==> src/rtl/servo_pkg.sv <==
// Shared types, default timing and the command-to-target clamp for the servo pulse generator.
package servo_pkg;

    typedef enum logic [1:0] {
        ST_OFF      = 2'd0,
        ST_RUN      = 2'd1,
        ST_STOPPING = 2'd2
    } state_t;

    localparam int US_W      = 11;
    localparam int FRAME_US  = 20000;
    localparam int MIN_US    = 1000;
    localparam int MAX_US    = 2000;
    localparam int CENTER_US = 1500;

    // 12-bit intermediate so the top code can exceed MAX_US before clamping
    function automatic logic [US_W-1:0] clamp_target(input logic [7:0] code,
                                                     input int min_us,
                                                     input int max_us,
                                                     input int step_us);
        logic [11:0] raw;
        raw = 12'(min_us) + 12'(step_us) * {4'd0, code};
        if (raw > 12'(max_us)) return US_W'(max_us);
        if (raw < 12'(min_us)) return US_W'(min_us);
        return raw[US_W-1:0];
    endfunction

endpackage

==> src/rtl/us_tick_gen.sv <==
// Microsecond prescaler: counts 0..CLK_HZ/1e6-1 while run is high, tick on terminal count.
module us_tick_gen #(
    parameter int CLK_HZ = 25_000_000
) (
    input  logic clk,
    input  logic reset,
    input  logic run,
    output logic tick,
    output logic phase_zero
);
    localparam int DIV = CLK_HZ / 1_000_000;
    localparam int CW  = (DIV > 1) ? $clog2(DIV) : 1;
    localparam logic [CW-1:0] TC = CW'(DIV - 1);

    logic [CW-1:0] cnt;

    assign tick       = run && (cnt == TC);
    assign phase_zero = (cnt == '0);

    always_ff @(posedge clk or posedge reset) begin
        if (reset)
            cnt <= '0;
        else if (!run || tick)
            cnt <= '0;
        else
            cnt <= cnt + CW'(1);
    end
endmodule

==> src/rtl/servo_pwm_slew.sv <==
// 50 Hz servo PWM with frame-aligned position updates; define SERVO_SLEW_EN for the rate-limited ramp.
//  state       | meaning
//  ST_OFF      | counters held at 0, output low
//  ST_RUN      | frames running, position updates at each boundary
//  ST_STOPPING | current frame finishes, then OFF unless enable returns
module servo_pwm_slew #(
    parameter int CLK_HZ    = 25_000_000,
    parameter int FRAME_US  = servo_pkg::FRAME_US,
    parameter int MIN_US    = servo_pkg::MIN_US,
    parameter int MAX_US    = servo_pkg::MAX_US,
    parameter int CENTER_US = servo_pkg::CENTER_US,
    parameter int STEP_US   = 4,
    parameter int SLEW_US   = 20
) (
    input  logic                        clk,
    input  logic                        reset,
    input  logic                        enable,
    input  logic                        cmd_valid,
    input  logic [7:0]                  cmd_target,
    output logic                        servo_pwm,
    output logic                        frame_start,
    output logic                        busy,
    output logic [servo_pkg::US_W-1:0]  pos_us
);
    import servo_pkg::*;

    localparam int FW = $clog2(FRAME_US);
    localparam logic [FW-1:0] FRAME_TC = FW'(FRAME_US - 1);
`ifdef SERVO_SLEW_EN
    localparam bit SLEW_EN = 1'b1;
`else
    localparam bit SLEW_EN = 1'b0;
`endif
    // Without the ramp, a limit of MAX_US always reaches the target in one step
    localparam int SLEW_LIM = SLEW_EN ? SLEW_US : MAX_US;

    state_t          state, state_nx;
    logic [FW-1:0]   us_cnt;
    logic [US_W-1:0] target, target_nx, pos_step, pos_nx;
    logic            run, tick, phase_zero, wrap, bnd, pwm_nx;

    assign run = (state != ST_OFF);

    us_tick_gen #(.CLK_HZ(CLK_HZ)) u_tick (
        .clk        (clk),
        .reset      (reset),
        .run        (run),
        .tick       (tick),
        .phase_zero (phase_zero)
    );

    // First cycle of a frame in RUN, reached either by a wrap or by OFF->RUN entry
    assign wrap      = tick && (us_cnt == FRAME_TC);
    assign bnd       = (state == ST_RUN) && phase_zero && (us_cnt == '0);
    assign target_nx = cmd_valid ? clamp_target(cmd_target, MIN_US, MAX_US, STEP_US) : target;
    assign pos_nx    = bnd ? pos_step : pos_us;

    always_comb begin
        pos_step = target;
        if (int'(target) > int'(pos_us) + SLEW_LIM)
            pos_step = US_W'(int'(pos_us) + SLEW_LIM);
        else if (int'(target) < int'(pos_us) - SLEW_LIM)
            pos_step = US_W'(int'(pos_us) - SLEW_LIM);
    end

    always_comb begin
        state_nx = state;
        pwm_nx   = 1'b0;
        case (state)
            ST_OFF: begin
                if (enable) state_nx = ST_RUN;
            end
            ST_RUN: begin
                pwm_nx = int'(us_cnt) < int'(pos_nx);
                if (!enable) state_nx = ST_STOPPING;
            end
            ST_STOPPING: begin
                pwm_nx = int'(us_cnt) < int'(pos_nx);
                if (enable)    state_nx = ST_RUN;
                else if (wrap) state_nx = ST_OFF;
            end
            default: state_nx = ST_OFF;
        endcase
    end

    always_ff @(posedge clk or posedge reset) begin
        if (reset) begin
            state       <= ST_OFF;
            us_cnt      <= '0;
            target      <= US_W'(CENTER_US);
            pos_us      <= US_W'(CENTER_US);
            busy        <= 1'b0;
            servo_pwm   <= 1'b0;
            frame_start <= 1'b0;
        end else begin
            state <= state_nx;
            if (!run || wrap)
                us_cnt <= '0;
            else if (tick)
                us_cnt <= us_cnt + FW'(1);
            target      <= target_nx;
            pos_us      <= pos_nx;
            busy        <= (pos_nx != target_nx);
            servo_pwm   <= pwm_nx;
            frame_start <= bnd;
        end
    end
endmodule

==> config.mk <==
export PLATFORM = sky130hd
export DESIGN_NAME = servo_pwm_slew
export DESIGN_NICKNAME = d
export VERILOG_FILES = /design/src/rtl/servo_pkg.sv /design/src/rtl/us_tick_gen.sv /design/src/rtl/servo_pwm_slew.sv
export SDC_FILE = /design/constraint.sdc
export NUM_CORES = 1
export LEC_CHECK = 0
export ABC_CLOCK_PERIOD_IN_PS = 5400
export CAP_MARGIN = 20
export CORE_MARGIN = 5
export CORE_UTILIZATION = 60
export CTS_CLUSTER_SIZE = 20
export DETAILED_ROUTE_END_ITERATION = 12
export MAX_ROUTING_LAYER = met4
export PLACE_DENSITY = 0.79
export SLEW_MARGIN = 15
export SYNTH_ARGS = -nofsm -noshare
export SYNTH_HDL_FRONTEND = slang
export SYNTH_SLANG_ARGS = --single-unit
==> constraint.sdc <==
create_clock -name clk -period 5.4 [get_ports clk]
set_input_delay 0.81 -clock clk [delete_from_list [all_inputs] [get_ports clk]]
set_output_delay 0.81 -clock clk [all_outputs]
set_load 0.03 [all_outputs]
==> results.toml <==
[timing]
fmax_mhz = 218
rsz_0062_raised_after_global_routing = "false"
timing.slew.headroom_pct = 35.2
setup_viol = 0
finClkSkew_ns = 0.00965
final_min_period_over_clock_period_pct = 85.1
setup_total_negative_slack_ns = 0
timing_worst_slew_pin_value_ns = 0.970
min_period_ns = 4.60
slew_viol_final = 0
hold_viol = 0

[cells_and_area]
final_nets = 493
post_layout_nonfiller_instances = 525
synthToLayoutAreaGrowth_pct = 10.6
antenna_cells_inserted = 0
fillers = 492
layout-drive-gt1-share_pct = 8.67
finish.utilization_pct = 68.8

[clock_network]
cts_tree = "done"
postCtsSetupBuffers = 0
cts_sinks = 47
numCtsBuffers = 5
cts_resized = 0
clk_lat_worst_skew_ns = 0.30
cts_max_path_buffers = 2
cts.root.buffer_cell = "clkbuf_8"
postCtsHoldBufs = 0
path_clk_slew_ns = 0.09
htree_num_levels = 2

[floorplan]
design.die.area_mm2 = 0.00789
floorplan.die.width_um = 88.8
floorplan.initialDensity_pct = 62.2
fp.dieH_um = 88.8
coreArea_mm2 = 0.00599
floorplan.io_pins = 26
fp-row-count = 28

[critical_path]
r2r_cells = 18
worstPathMaxFanout = 13
worstSetupEndpointType = "flop"
criticalPathCategory = "flop to flop"
setup.reg_to_reg.worst_slack_ns = 0.80
cp.required_ns = 5.59
worstSetupStartpointType = "flop"
rr_startpoint = "pos_us[4]"
critical_path_arrival_ns = 4.79
end_of_the_worst_register_to_register_path = "servo_pwm"

[yosys]
yosys_warnings = 0
yosysMostFrequentCell = "nor2_1"
post_synth.cell_area_avg_um2 = 8.67
proportion_of_synthesized_flip_flops_having_asynchronous_set_or_reset_pct = 100
synthTopCellsByArea = "dfrtp_1 (22%), ha_1 (11%), dfstp_2 (9.9%), xor2_1 (5.2%), nor2_1 (4.6%)"
post_synthesis_sequential_element_count = 47
yosysSeqAreaShare_pct = 32.0
synthDominantAreaCellType = "dfrtp_1"
synthesis.instances = 430
synth_enable_flop_cells = 0
ys_dominant_reg_cell = "dfrtp_1"
post-synth-top-area-fraction_pct = 22.2
synth.net_count = 474
yosysUniqueCellTypes = 64
yosys-top-cells-count = "nor2_1 (46), inv_1 (37), dfrtp_1 (33)"
synthesis.area_mm2 = 0.00373

[drt]
drt-wirelength-per-cell_um = 16.8
via_density_per_instance = 6.27
via_count = 3293
post-route-drc-count = 0
dr.first_iter.drc_count = 464
wirelength_um = 8850
antenna_left = 0
firstDrtPassIters = 5

[placement]
io_buffer_count = 25
place_congestion = 1.00
numPlacedInstances = 516
sum_of_net_half_perimeters_after_detailed_placement_um = 6590

[min_path]
whs_endpoint = "u_tick.cnt[0]"
min-delay-start = "u_tick.cnt[0]"
timing.hold.worst_path_depth = 1
hold_class = "flop to flop"

[global_routing]
grt_start_max_net_pins = 48
grt_first_pass_wirelength_um = 14900
via_count_of_the_first_global_routing_pass = 3072
global_route.overflow_total = 0
antenna_found_initial = 0
grt.total_usage_pct = 24.7

[power_and_ir_drop]
peakVddDrop_mv = 0.343
leakagePower_nw = 1.83
power_per_cell_area_mw_per_mm2 = 478

[run_status]
run_status = "finished clean"

[flow_run]
cap_viol_max_count = 0
## state kept, by name, indices dropped and copies added, names as in the netlist
name         flops
us_cnt          15
state            2
pos_us          11
busy             1
servo_pwm        1
target          11
u_tick.cnt       5
frame_start      1
## power breakdown
group	internal, mW	switching [mW]	total [mW]
Sequential	0.442	0.135	0.577
Combinational	0.472	0.693	1.17
Clock	0.105	0.122	0.227
## metrics by stage
step / worst slack, ns / hold WS, ns / area (µm²) / power, mW
after CTS: 0.860 / 0.489 / 4100 / 1.95
after detailed placement: 0.913 / 0.477 / 4010 / 1.72
after global routing: 0.502 / 0.530 / 4120 / 2.12
final: 0.804 / 0.490 / 4120 / 1.97
after floorplan: 1.01 / 0.455 / 3730 / 1.43
after global placement: 1.17 / 0.475 / 4010 / 1.69
## worst max-delay path by stage
stage	to	cells past startpoint	slack, ns	start
2_1_floorplan	servo_pwm	18	1.01	pos_us[4]
3_3_place_gp	servo_pwm	17	1.17	pos_us[4]
3_5_place_dp	servo_pwm	18	0.91	pos_us[4]
4_1_cts	servo_pwm	18	0.86	pos_us[4]
5_1_grt	servo_pwm	18	0.50	pos_us[4]
6_report	servo_pwm	18	0.80	pos_us[4]
## per-layer routing
metal | GRT usage (%) | wire length, µm | up-vias | share of wire [%]
met5 | - | 0 | - | 0
li1 | - | - | 1568 | -
met4 | 6.87 | 165 | 0 | 1.9
met3 | 3.82 | 612 | 23 | 6.9
met1 | 35.0 | 4130 | 1541 | 47
met2 | 36.9 | 3930 | 161 | 44
## worst max-delay path: stages, from the launching register on
cell	delay (ns)
dfstp_2	0.69
inv_1	0.18
ha_1	0.29
nor2_1	0.15
xnor2_1	0.08
ha_1	0.28
and4_1	0.19
o21ai_0	0.11
a41oi_1	0.23
buf_4	0.21
inv_1	0.12
a211oi_4	0.48
mux2i_1	0.34
ha_1	0.28
o21a_1	0.17
o2111ai_1	0.17
a21o_1	0.11
o211ai_1	0.09
a221oi_1	0.31
## placed cells by master (no fill, tap or decap), types with 4 or more instances in the layout
| cell type | synthesis | layout |
|---|---|---|
| nor2_1 | 46 | 46 |
| inv_1 | 37 | 36 |
| dfrtp_1 | 33 | 33 |
| ha_1 | 32 | 32 |
| nand2_1 | 30 | 30 |
| a21oi_1 | 25 | 25 |
| clkdlybuf4s50_1 | 0 | 25 |
| xor2_1 | 22 | 22 |
| o21ai_0 | 18 | 18 |
| nand3_1 | 17 | 17 |
| dfstp_2 | 14 | 14 |
| xnor2_1 | 12 | 12 |
| nor3_1 | 10 | 10 |
| nor2b_1 | 9 | 9 |
| nand2b_1 | 8 | 8 |
| a211oi_1 | 8 | 8 |
| and3_1 | 6 | 6 |
| or3_1 | 6 | 6 |
| a21o_1 | 6 | 6 |
| clkbuf_8 | 0 | 6 |
| nor4_1 | 5 | 5 |
| o22ai_1 | 5 | 5 |
| a31oi_1 | 4 | 4 |
## area by class of cell
cell class	count	area, µm²	share of cell area, %
clock inverters	1	8.76	0.213
multi-input cells	331	2320	56.3
flip-flops and latches	47	1190	29.0
repair buffers	27	278	6.74
clock buffers	7	86.3	2.10
well taps	75	93.8	2.28
inverters	37	139	3.37
## logic make-up (layout without fill, tap and decap cells)
family / after synthesis / in the layout / share of synthesized area, %
buffers and inverters: 52 / 72 / 5.67
adder cells (fa/ha/maj): 34 / 34 / 11.3
XOR/XNOR: 36 / 36 / 9.20
flip-flops: 47 / 47 / 32.0
multiplexers: 7 / 7 / 2.25
AO/OA/AOI/OAI: 98 / 98 / 18.1
AND/OR/NAND/NOR: 156 / 156 / 21.5
Power figures use the tool's default switching activity.
